<file path="config.mk">
export PLATFORM = sky130hd
export DESIGN_NAME = inst_fetch_resp
export DESIGN_NICKNAME = d
export VERILOG_FILES = /design/src/rtl/inst_fetch_resp_pkg.sv /design/src/rtl/inst_fetch_resp_fetch_fifo.sv /design/src/rtl/inst_fetch_resp.sv
export SDC_FILE = /design/constraint.sdc
export NUM_CORES = 1
export LEC_CHECK = 0
export CORE_MARGIN = 1
export CORE_UTILIZATION = 45
export CTS_BUF_LIST = sky130_fd_sc_hd__clkbuf_16
export DETAILED_ROUTE_END_ITERATION = 8
export PLACE_DENSITY = 0.71
export REMOVE_ABC_BUFFERS = 1
export SYNTH_ARGS = -nofsm -noshare
export SYNTH_HDL_FRONTEND = slang
export SYNTH_HIERARCHICAL = 1
export SYNTH_SLANG_ARGS = --single-unit
export TNS_END_PERCENT = 5
</file>
<file path="constraint.sdc">
create_clock -name clk -period 4.5 [get_ports clk]
set_input_delay 0.675 -clock clk [delete_from_list [all_inputs] [get_ports clk]]
set_output_delay 0.675 -clock clk [all_outputs]
set_load 0.005 [all_outputs]
</file>
<file path="src/rtl/inst_fetch_resp_pkg.sv">
// Shared definitions for the instruction fetch responder: bus widths,
// fixed instruction constants and the fetch FSM state encoding.
package inst_fetch_resp_pkg;

   localparam int          INST_ADDR_BUS = 32;
   localparam int          INST_BUS      = 32;
   localparam logic [31:0] ZERO_WORD     = 32'h0000_0000;
   localparam logic        CHIP_ENABLE   = 1'b1;
   localparam logic        CHIP_DISABLE  = 1'b0;
   // sll $0,$0,0 -- the canonical no-op word
   localparam logic [31:0] NOP_INST      = 32'h0000_0000;

   typedef enum logic [1:0] {
      FETCH_IDLE = 2'd0,   // nothing outstanding
      FETCH_WAIT = 2'd1,   // one granted request, response pending
      FETCH_DROP = 2'd2    // granted before a flush, response is discarded
   } fetch_state_t;

endpackage

</file>
<file path="src/rtl/inst_fetch_resp_fetch_fifo.sv">
// Two-entry synchronous FIFO holding fetched {pc, inst[, exc]} entries.
// Clear has priority over push and pop. The head reads as zero when empty.
module fetch_fifo #(
   parameter int ENTRY_W = 64
) (
   input  logic               clk,
   input  logic               rst,
   input  logic               push,
   input  logic [ENTRY_W-1:0] push_data,
   input  logic               pop,
   input  logic               clear,
   output logic               full,
   output logic               empty,
   output logic [1:0]         count,
   output logic [ENTRY_W-1:0] head
);

   logic       rd_ptr_q, rd_ptr_d;
   logic       wr_ptr_q, wr_ptr_d;
   logic [1:0] count_q, count_d;
   logic       do_push, do_pop;

   // Pointer and occupancy update; a push into a full FIFO is only taken with a pop.
   always_comb begin
      do_pop   = pop & (count_q != 2'd0);
      do_push  = push & ((count_q != 2'd2) | do_pop);
      rd_ptr_d = rd_ptr_q;
      wr_ptr_d = wr_ptr_q;
      count_d  = count_q;
      if (clear) begin
         rd_ptr_d = 1'b0;
         wr_ptr_d = 1'b0;
         count_d  = 2'd0;
      end else begin
         if (do_push) wr_ptr_d = ~wr_ptr_q;
         if (do_pop)  rd_ptr_d = ~rd_ptr_q;
         count_d = count_q + {1'b0, do_push} - {1'b0, do_pop};
      end
   end

   // Pointer and count registers.
   always_ff @(posedge clk or negedge rst) begin
      if (!rst) begin
         rd_ptr_q <= 1'b0;
         wr_ptr_q <= 1'b0;
         count_q  <= 2'd0;
      end else begin
         rd_ptr_q <= rd_ptr_d;
         wr_ptr_q <= wr_ptr_d;
         count_q  <= count_d;
      end
   end

   genvar gi;
   generate
      for (gi = 0; gi < 2; gi++) begin : g_entry
         logic [ENTRY_W-1:0] entry_q, entry_d;

         // Write this slot when it is the push target.
         always_comb begin
            entry_d = entry_q;
            if (!clear && do_push && (wr_ptr_q == 1'(gi))) entry_d = push_data;
         end

         // Slot storage.
         always_ff @(posedge clk or negedge rst) begin
            if (!rst) entry_q <= '0;
            else      entry_q <= entry_d;
         end
      end
   endgenerate

   assign full  = (count_q == 2'd2);
   assign empty = (count_q == 2'd0);
   assign count = count_q;
   assign head  = empty ? '0 : (rd_ptr_q ? g_entry[1].entry_q : g_entry[0].entry_q);

endmodule

</file>
<file path="src/rtl/inst_fetch_resp.sv">
// Instruction fetch responder: accepts pc/ce from the PC stage, fetches via a
// req/gnt/rvalid memory port (one outstanding request), buffers results in a
// 2-entry FIFO for IF/ID and raises stallreq while the current pc is not taken.
// Optional build macro FETCH_ALIGN_CHECK_EN: misaligned pcs bypass memory and
// deliver a NOP entry flagged on the extra if_exc output.
module inst_fetch_resp
   import inst_fetch_resp_pkg::*;
#(
   parameter int ADDR_W     = INST_ADDR_BUS,
   parameter int DATA_W     = INST_BUS,
   parameter int FIFO_DEPTH = 2
) (
   input  logic              clk,
   input  logic              rst,
   input  logic [ADDR_W-1:0] pc,
   input  logic              ce,
   input  logic              flush,
   input  logic              id_ready,
   output logic              mem_req,
   output logic [ADDR_W-1:0] mem_addr,
   input  logic              mem_gnt,
   input  logic              mem_rvalid,
   input  logic [DATA_W-1:0] mem_rdata,
   output logic              if_valid,
   output logic [ADDR_W-1:0] if_pc,
   output logic [DATA_W-1:0] if_inst,
`ifdef FETCH_ALIGN_CHECK_EN
   output logic              if_exc,
`endif
   output logic              stallreq
);

`ifdef FETCH_ALIGN_CHECK_EN
   localparam int ENTRY_W = ADDR_W + DATA_W + 1;
`else
   localparam int ENTRY_W = ADDR_W + DATA_W;
`endif

   fetch_state_t      state_q, state_d;
   logic [ADDR_W-1:0] tag_q, tag_d;

   logic               resp_valid;
   logic               pop;
   logic [2:0]         occ;
   logic               space_ok;
   logic               slot_free;
   logic               fetch_en;
   logic               misaligned;
   logic               exc_push;
   logic               fire;
   logic               push;
   logic [ENTRY_W-1:0] push_data;
   logic               fifo_full;
   logic               fifo_empty;
   logic [1:0]         fifo_count;
   logic [ENTRY_W-1:0] fifo_head;

   // Request/accept decisions. Outputs are forced low while rst is asserted
   // so the port reads idle immediately, not only after the next edge.
   always_comb begin
      resp_valid = mem_rvalid & (state_q == FETCH_WAIT);
      pop        = if_valid & id_ready;
      // Entries committed once this cycle's response and pop have settled;
      // a new request only goes out if its future entry has a slot.
      occ        = {1'b0, fifo_count} + {2'b00, resp_valid} - {2'b00, pop};
      space_ok   = (occ < 3'(FIFO_DEPTH));
      slot_free  = (state_q == FETCH_IDLE) | resp_valid;
      fetch_en   = rst & (ce == CHIP_ENABLE) & ~flush;
`ifdef FETCH_ALIGN_CHECK_EN
      misaligned = (pc[1:0] != 2'b00);
      // Only from IDLE, so the exception entry stays in order behind any
      // response still in flight and never collides with a memory push.
      exc_push   = fetch_en & misaligned & (state_q == FETCH_IDLE) & space_ok;
`else
      misaligned = 1'b0;
      exc_push   = 1'b0;
`endif
      mem_req    = fetch_en & ~misaligned & slot_free & space_ok;
      fire       = mem_req & mem_gnt;
      stallreq   = rst & (ce == CHIP_ENABLE) & ~(fire | exc_push);
      mem_addr   = rst ? pc : '0;
      push       = ~flush & (resp_valid | exc_push) & (~fifo_full | pop);
`ifdef FETCH_ALIGN_CHECK_EN
      push_data  = exc_push ? {pc, NOP_INST, 1'b1} : {tag_q, mem_rdata, 1'b0};
`else
      push_data  = {tag_q, mem_rdata};
`endif
   end

   // Next-state logic for the outstanding-request tracker.
   always_comb begin
      state_d = state_q;
      tag_d   = fire ? pc : tag_q;
      case (state_q)
         FETCH_IDLE: state_d = fire ? FETCH_WAIT : FETCH_IDLE;
         FETCH_WAIT: begin
            if (flush)           state_d = mem_rvalid ? FETCH_IDLE : FETCH_DROP;
            else if (mem_rvalid) state_d = fire ? FETCH_WAIT : FETCH_IDLE;
            else                 state_d = FETCH_WAIT;
         end
         FETCH_DROP: state_d = mem_rvalid ? FETCH_IDLE : FETCH_DROP;
         default:    state_d = FETCH_IDLE;
      endcase
   end

   // FSM state and captured request pc.
   always_ff @(posedge clk or negedge rst) begin
      if (!rst) begin
         state_q <= FETCH_IDLE;
         tag_q   <= '0;
      end else begin
         state_q <= state_d;
         tag_q   <= tag_d;
      end
   end

   fetch_fifo #(
      .ENTRY_W(ENTRY_W)
   ) u_fifo (
      .clk      (clk),
      .rst      (rst),
      .push     (push),
      .push_data(push_data),
      .pop      (pop),
      .clear    (flush),
      .full     (fifo_full),
      .empty    (fifo_empty),
      .count    (fifo_count),
      .head     (fifo_head)
   );

   assign if_valid = ~fifo_empty;
   assign if_pc    = fifo_head[ENTRY_W-1 -: ADDR_W];
   assign if_inst  = fifo_head[ENTRY_W-ADDR_W-1 -: DATA_W];
`ifdef FETCH_ALIGN_CHECK_EN
   assign if_exc   = fifo_head[0];
`endif

endmodule
</file>
## Yosys cells after proc, flatten, opt, wreduce, memory -nomap -nowiden

Index checks and enable logic that the tools add are counted.

- Word-level logic and storage cells: 59
- Register bits after elaboration: 166
- Output and inout bits: 99

- Eq/ne operators: 4
- Add/subtract/negate cells: 4
- Bitwise operators: 21
- $lt $le $gt $ge: 1
- Reductions and logical operators: 9
- Muxes and demuxes: 13

Operators by type and width:

| kind | number |
|---|---|
| 64-bit 2-to-1 mux | 2 |
| 32-bit 2-to-1 mux | 1 |
| 1-bit AND | 12 |
| 1-bit 2-to-1 mux | 6 |
| 2-bit 2-to-1 mux | 3 |
| 1-bit inverter | 6 |
| 2-bit case mux with 3 select lines | 1 |
| 2-bit nonzero test | 3 |
| 2-bit equality test (second input constant) | 2 |
| 2-bit zero test | 2 |
| 2-bit by 1-bit adder with 3-bit output | 1 |
| 1-bit logical AND | 3 |
| 3-bit by 2-bit < comparator with 1-bit output (second input constant) | 1 |
| 1-bit OR | 3 |
| 3-bit by 1-bit subtractor with 3-bit output | 1 |
| 2-bit by 1-bit adder with 2-bit output | 1 |
| 2-bit by 1-bit equality test with 1-bit output (second input constant) | 1 |
| 2-bit inequality test (second input constant) | 1 |
| 2-bit by 1-bit subtractor with 2-bit output | 1 |
| 1-bit zero test | 1 |

## Depth between registers and ports, before layout

- Depth in word-level cells: 11
- Gate-level depth with buffers: 10

## Modules after synthesis

The synthesis kept the hierarchy.

Modules (own cells, without submodules):

| module | instances | area an instance (sq um) | cells an instance |
|---|---|---|---|
| fetch_fifo | 1 | 6,128.4 | 438 |
| inst_fetch_resp | 1 | 1,639.1 | 129 |

## Worst setup path before layout

Ideal clock, no wire load.

- Kind: register to output
- Start: register u_fifo.count_q[1], in the netlist u_fifo/count[1]
- End: output stallreq
- Buffers on the path: 2
- Stages on the path, launching flop included: 11
- Setup slack: 778 ps
- Arrival time: 3,047 ps
- Path through: dfrtp_1 -> nor2_1 -> clkbuf_1 -> nor2b_1 -> ha_1 -> or2_2 -> fa_1 -> nand4b_2 -> nor4_4 -> buf_6 -> nor2_1

- Longest elaborated chain between the ends: 9

Ends and longest elaborated chain:

| what | line | RTL |
|---|---|---|
| start: declaration | inst_fetch_resp_fetch_fifo.sv:20 | `logic [1:0] count_q, count_d;` |
| start signal: assignment | inst_fetch_resp_fetch_fifo.sv:50 | `count_q <= count_d;` |
| 2-bit zero test | inst_fetch_resp_fetch_fifo.sv:74 | `assign empty = (count_q == 2'd0);` |
| via fifo_empty | inst_fetch_resp.sv:54 | `logic fifo_empty;` |
| 1-bit inverter | inst_fetch_resp.sv:132 | `assign if_valid = ~fifo_empty;` |
| 1-bit AND | inst_fetch_resp.sv:62 | `pop = if_valid & id_ready;` |
| via pop | inst_fetch_resp.sv:43 | `logic pop;` |
| 3-bit by 1-bit subtractor with 3-bit output | inst_fetch_resp.sv:65 | `occ = {1'b0, fifo_count} + {2'b00, resp_valid} - {2'b00, pop};` |
| 3-bit by 2-bit < comparator with 1-bit output | inst_fetch_resp.sv:66 | `space_ok = (occ < 3'(FIFO_DEPTH));` |
| 1-bit AND | inst_fetch_resp.sv:78 | `mem_req = fetch_en & ~misaligned & slot_free & space_ok;` |
| 1-bit AND | inst_fetch_resp.sv:79 | `fire = mem_req & mem_gnt;` |
| 1-bit inverter | inst_fetch_resp.sv:80 | `stallreq = rst & (ce == CHIP_ENABLE) & ~(fire \| exc_push);` |
| 1-bit AND | inst_fetch_resp.sv:80 |  |
| end: declaration | inst_fetch_resp.sv:30 | `output logic stallreq` |

The timed path passes the listed nets, and every way through them passes these cells.

## Worst setup path after layout

- Start: input id_ready
- End: output mem_req

- Longest elaborated chain between the ends: 4

Ends and longest elaborated chain:

| what | line | RTL |
|---|---|---|
| start: declaration | inst_fetch_resp.sv:18 | `input logic id_ready,` |
| 1-bit AND | inst_fetch_resp.sv:62 |  |
| via pop | inst_fetch_resp.sv:43 |  |
| 3-bit by 1-bit subtractor with 3-bit output | inst_fetch_resp.sv:65 |  |
| 3-bit by 2-bit < comparator with 1-bit output | inst_fetch_resp.sv:66 |  |
| 1-bit AND | inst_fetch_resp.sv:78 |  |
| end: declaration | inst_fetch_resp.sv:19 | `output logic mem_req,` |

The timed path passes the listed nets, and every way through them passes these cells.

==> out/summary.txt <==
status: finished clean
DRC viols: 0
Die Span Y: 133 um
worst-skew pair later-pin latency: 0.42 ns
CP required: 3.83 ns
Worst-Margin Slew: 0.811 ns
die area: 17,800 um2
drt wl/cell: 16.8 um
cell taking the most area after synthesis: dfrtp_1
worst min-delay path class: primary input to async pin
Nets: 805
synth top area cells: dfrtp_1, mux2_2, mux2_4, mux2i_1, nor2_1
skew final: 0.00472 ns
worst reg2reg path depth: 9
Yosys reg bits: 166
WHS: 0.186 ns
CTS sink cnt: 166
sequential area share after synthesis: 53.5%
uppermost routed layer: met4
largest family of logic cells by synthesized area: multiplexers
total chip power: 3730 uW
H-tree depth: 4
starting density of the core: 46.5%
Final HPWL DP: 10,100 um
share of cells above drive strength 1: 27.2%
Ant. Diodes: 0
CP Capture Type: output port
Met1 Wirelength: 7530 um
slew margin rel.: 45.9%
Placed Instance Area: 9660 um2
min Tclk post-route: 4.11 ns
post-CTS setup buffers: 0
antenna-violating nets left: 0
routed vias: 4,871
Post-Syn Instances: 567
CTS root buf: clkbuf_16
gpl congestion: 0.778
global-route wire length before repair: 27,000 um
met2 wire len: 7880 um
Total GRT Usage: 19.5%
PD cells: 363 nW/um2
adder-cell share of the synthesized area: 0.580%
Max Cap Violations: 0
Cell variety after synth: 30
PostCTS Resize Cnt: 0
kind of critical path: primary input to output port
standby leakage power: 0.00453 uW
Routed WL: 16,200 um
Worst setup SP type: primary input
fin crit share: 91.3%
die width: 133 um
share of the synthesized area in the top cell type: 53.5%
Final Hold Vio Count: 0
Worst Setup EP: mem_req
unrepaired setup endpoints after global routing: false
TritonCTS clock tree: done
crit path DAT: 3.43 ns
met3 wire length: 578 um
vias in the first global route: 5,236
CTS Hold Bufs: 0
CTS Buffer Depth: 2
Register-to-Register Setup Slack: 1.17 ns
io pins: 170
simple-gate share of the synthesized area: 8.51%
fin area: 10,300 um2
Port Buffers: 169
Reg clk slew, reported paths: 0.07 ns
total CTS buffers: 17
total grt overflow: 0
Pre-Repair DR Iteration Count: 4
Placeable Area: 16,700 um2
Synth Area in Compound Gates: 0.451%
reg2reg end: tag_q[27]
Mapped Area: 7770 um2
Peak VDD IR: 0.000256 V
multiplexer share of the synthesized area: 34.0%
mean area per synthesized cell: 13.7 um2
Layout area overhead: 32.3%
Reg2Reg Launch Point: u_fifo/count[1]
largest net degree at the start of global routing: 73
initial DRC count: 172
origin of the worst setup path: id_ready
initial antenna violation count: 0
Avg Vias per Cell: 5.06
CP Max Fanout: 3
Syn. warnings: 6
# rows: 47
Max Fclk: 0.243 GHz
Final Max Tran Viols: 0
Setup violations, final: 0
xor-xnor portion of the synthesized cell area: 0.226%
==> layer usage <==
layer  vias up  global-route usage [%]
li1       2283                       -
met1      2465                    26.5
met2       109                    31.8
met3        14                    3.54
met4         0                    5.74
met5         -                       0
==> cell type report <==
cell class              instances  area [um2]
repair buffers                178        1810
flip-flops and latches        166        4160
fillers                      1306        6430
clock inverters                14         185
well taps                     220         275
multi-input cells             365        3410
clock buffers                  17         425
inverters                       3        11.3
==> kinds of logic after synthesis <==
logic type	after synthesis
fa+ha+maj	3
xor+xnor	2
mux	225
simple gates	128
compound gates	7
flops	166
buf+inv	36
==> report_power, final <==
group | total [uW] | leakage, uW | internal, uW | switching (uW)
sequential | 1780 | 0.00221 | 1670 | 108
clock | 1500 | 0.000287 | 920 | 575
combinational | 461 | 0.00204 | 307 | 154
==> synthesized netlist by cell type, drive strengths merged <==
cell type,number
nor4,2
nor3b,1
and2,32
or4,1
mux2,161
nor2b,10
o21ai,4
or4b,1
nor2,69
xor2,2
dfrtp,166
nand2b,4
mux2i,64
or2,1
nand2,3
inv,3
nor4bb,1
clkbuf,9
ha,2
nand4b,1
fa,1
a21oi,3
buf,24
nor3,2
==> flip-flops by register name, indices dropped and copies added, names as in the netlist <==
register / count
state_q: 2
u_fifo/g_entry.entry_q: 128
u_fifo/rd_ptr_q: 1
tag_q: 32
u_fifo/wr_ptr_q: 1
u_fifo/count: 2
==> worst max-delay path: stages <==
cell and delay (ns):
clkdlybuf4s50_1 0.45, nor2b_1 0.19, ha_1 0.25, or2_2 0.31, fa_1 0.52, nand4b_2 0.15, nor4_1 0.33, clkdlybuf4s50_1 0.56
==> how the worst min path moves through the flow <==
stage,startpoint,to,slack (ns),cells after the start
6_report,rst,u_fifo/g_entry[0].entry_q[30],0.19,1
5_1_grt,rst,u_fifo/g_entry[0].entry_q[30],0.21,1
4_1_cts,rst,u_fifo/g_entry[0].entry_q[17],0.20,1
3_5_place_dp,state_q[1],state_q[0],0.49,1
3_3_place_gp,state_q[1],state_q[0],0.48,1
2_1_floorplan,rst,state_q[0],0.38,0
==> placed cells by master (no fill, tap or decap), drive strengths merged <==
cell / count
nor2b: 10
nand2b: 4
xor2: 2
clkdlybuf4s50: 168
mux2: 161
nor3: 2
fa: 1
o21ai: 4
clkinv: 7
nor4bb: 1
nand2: 3
bufinv: 4
or2: 1
inv: 3
and2: 32
ha: 2
or4b: 1
nor3b: 1
nand4b: 1
buf: 10
a21oi: 3
nor4: 2
nor2: 69
clkbuf: 17
clkinvlp: 3
or4: 1
mux2i: 64
dfrtp: 166
==> stage by stage <==
| stage | setup WS, ns | setup TNS [ns] | util [%] | instances |
|---|---|---|---|---|
| global placement | 0.466 | 0 | 57.9 | 932 |
| finish | 0.390 | 0 | 61.5 | 963 |
| detailed placement | 0.383 | 0 | 57.9 | 932 |
| floorplan | -1.82 | -102.16 | - | 534 |
| global route | 0.273 | 0 | 61.5 | 963 |
| CTS | 0.380 | 0 | 61.5 | 963 |
Note: power is estimated with default switching activity, not from simulation.
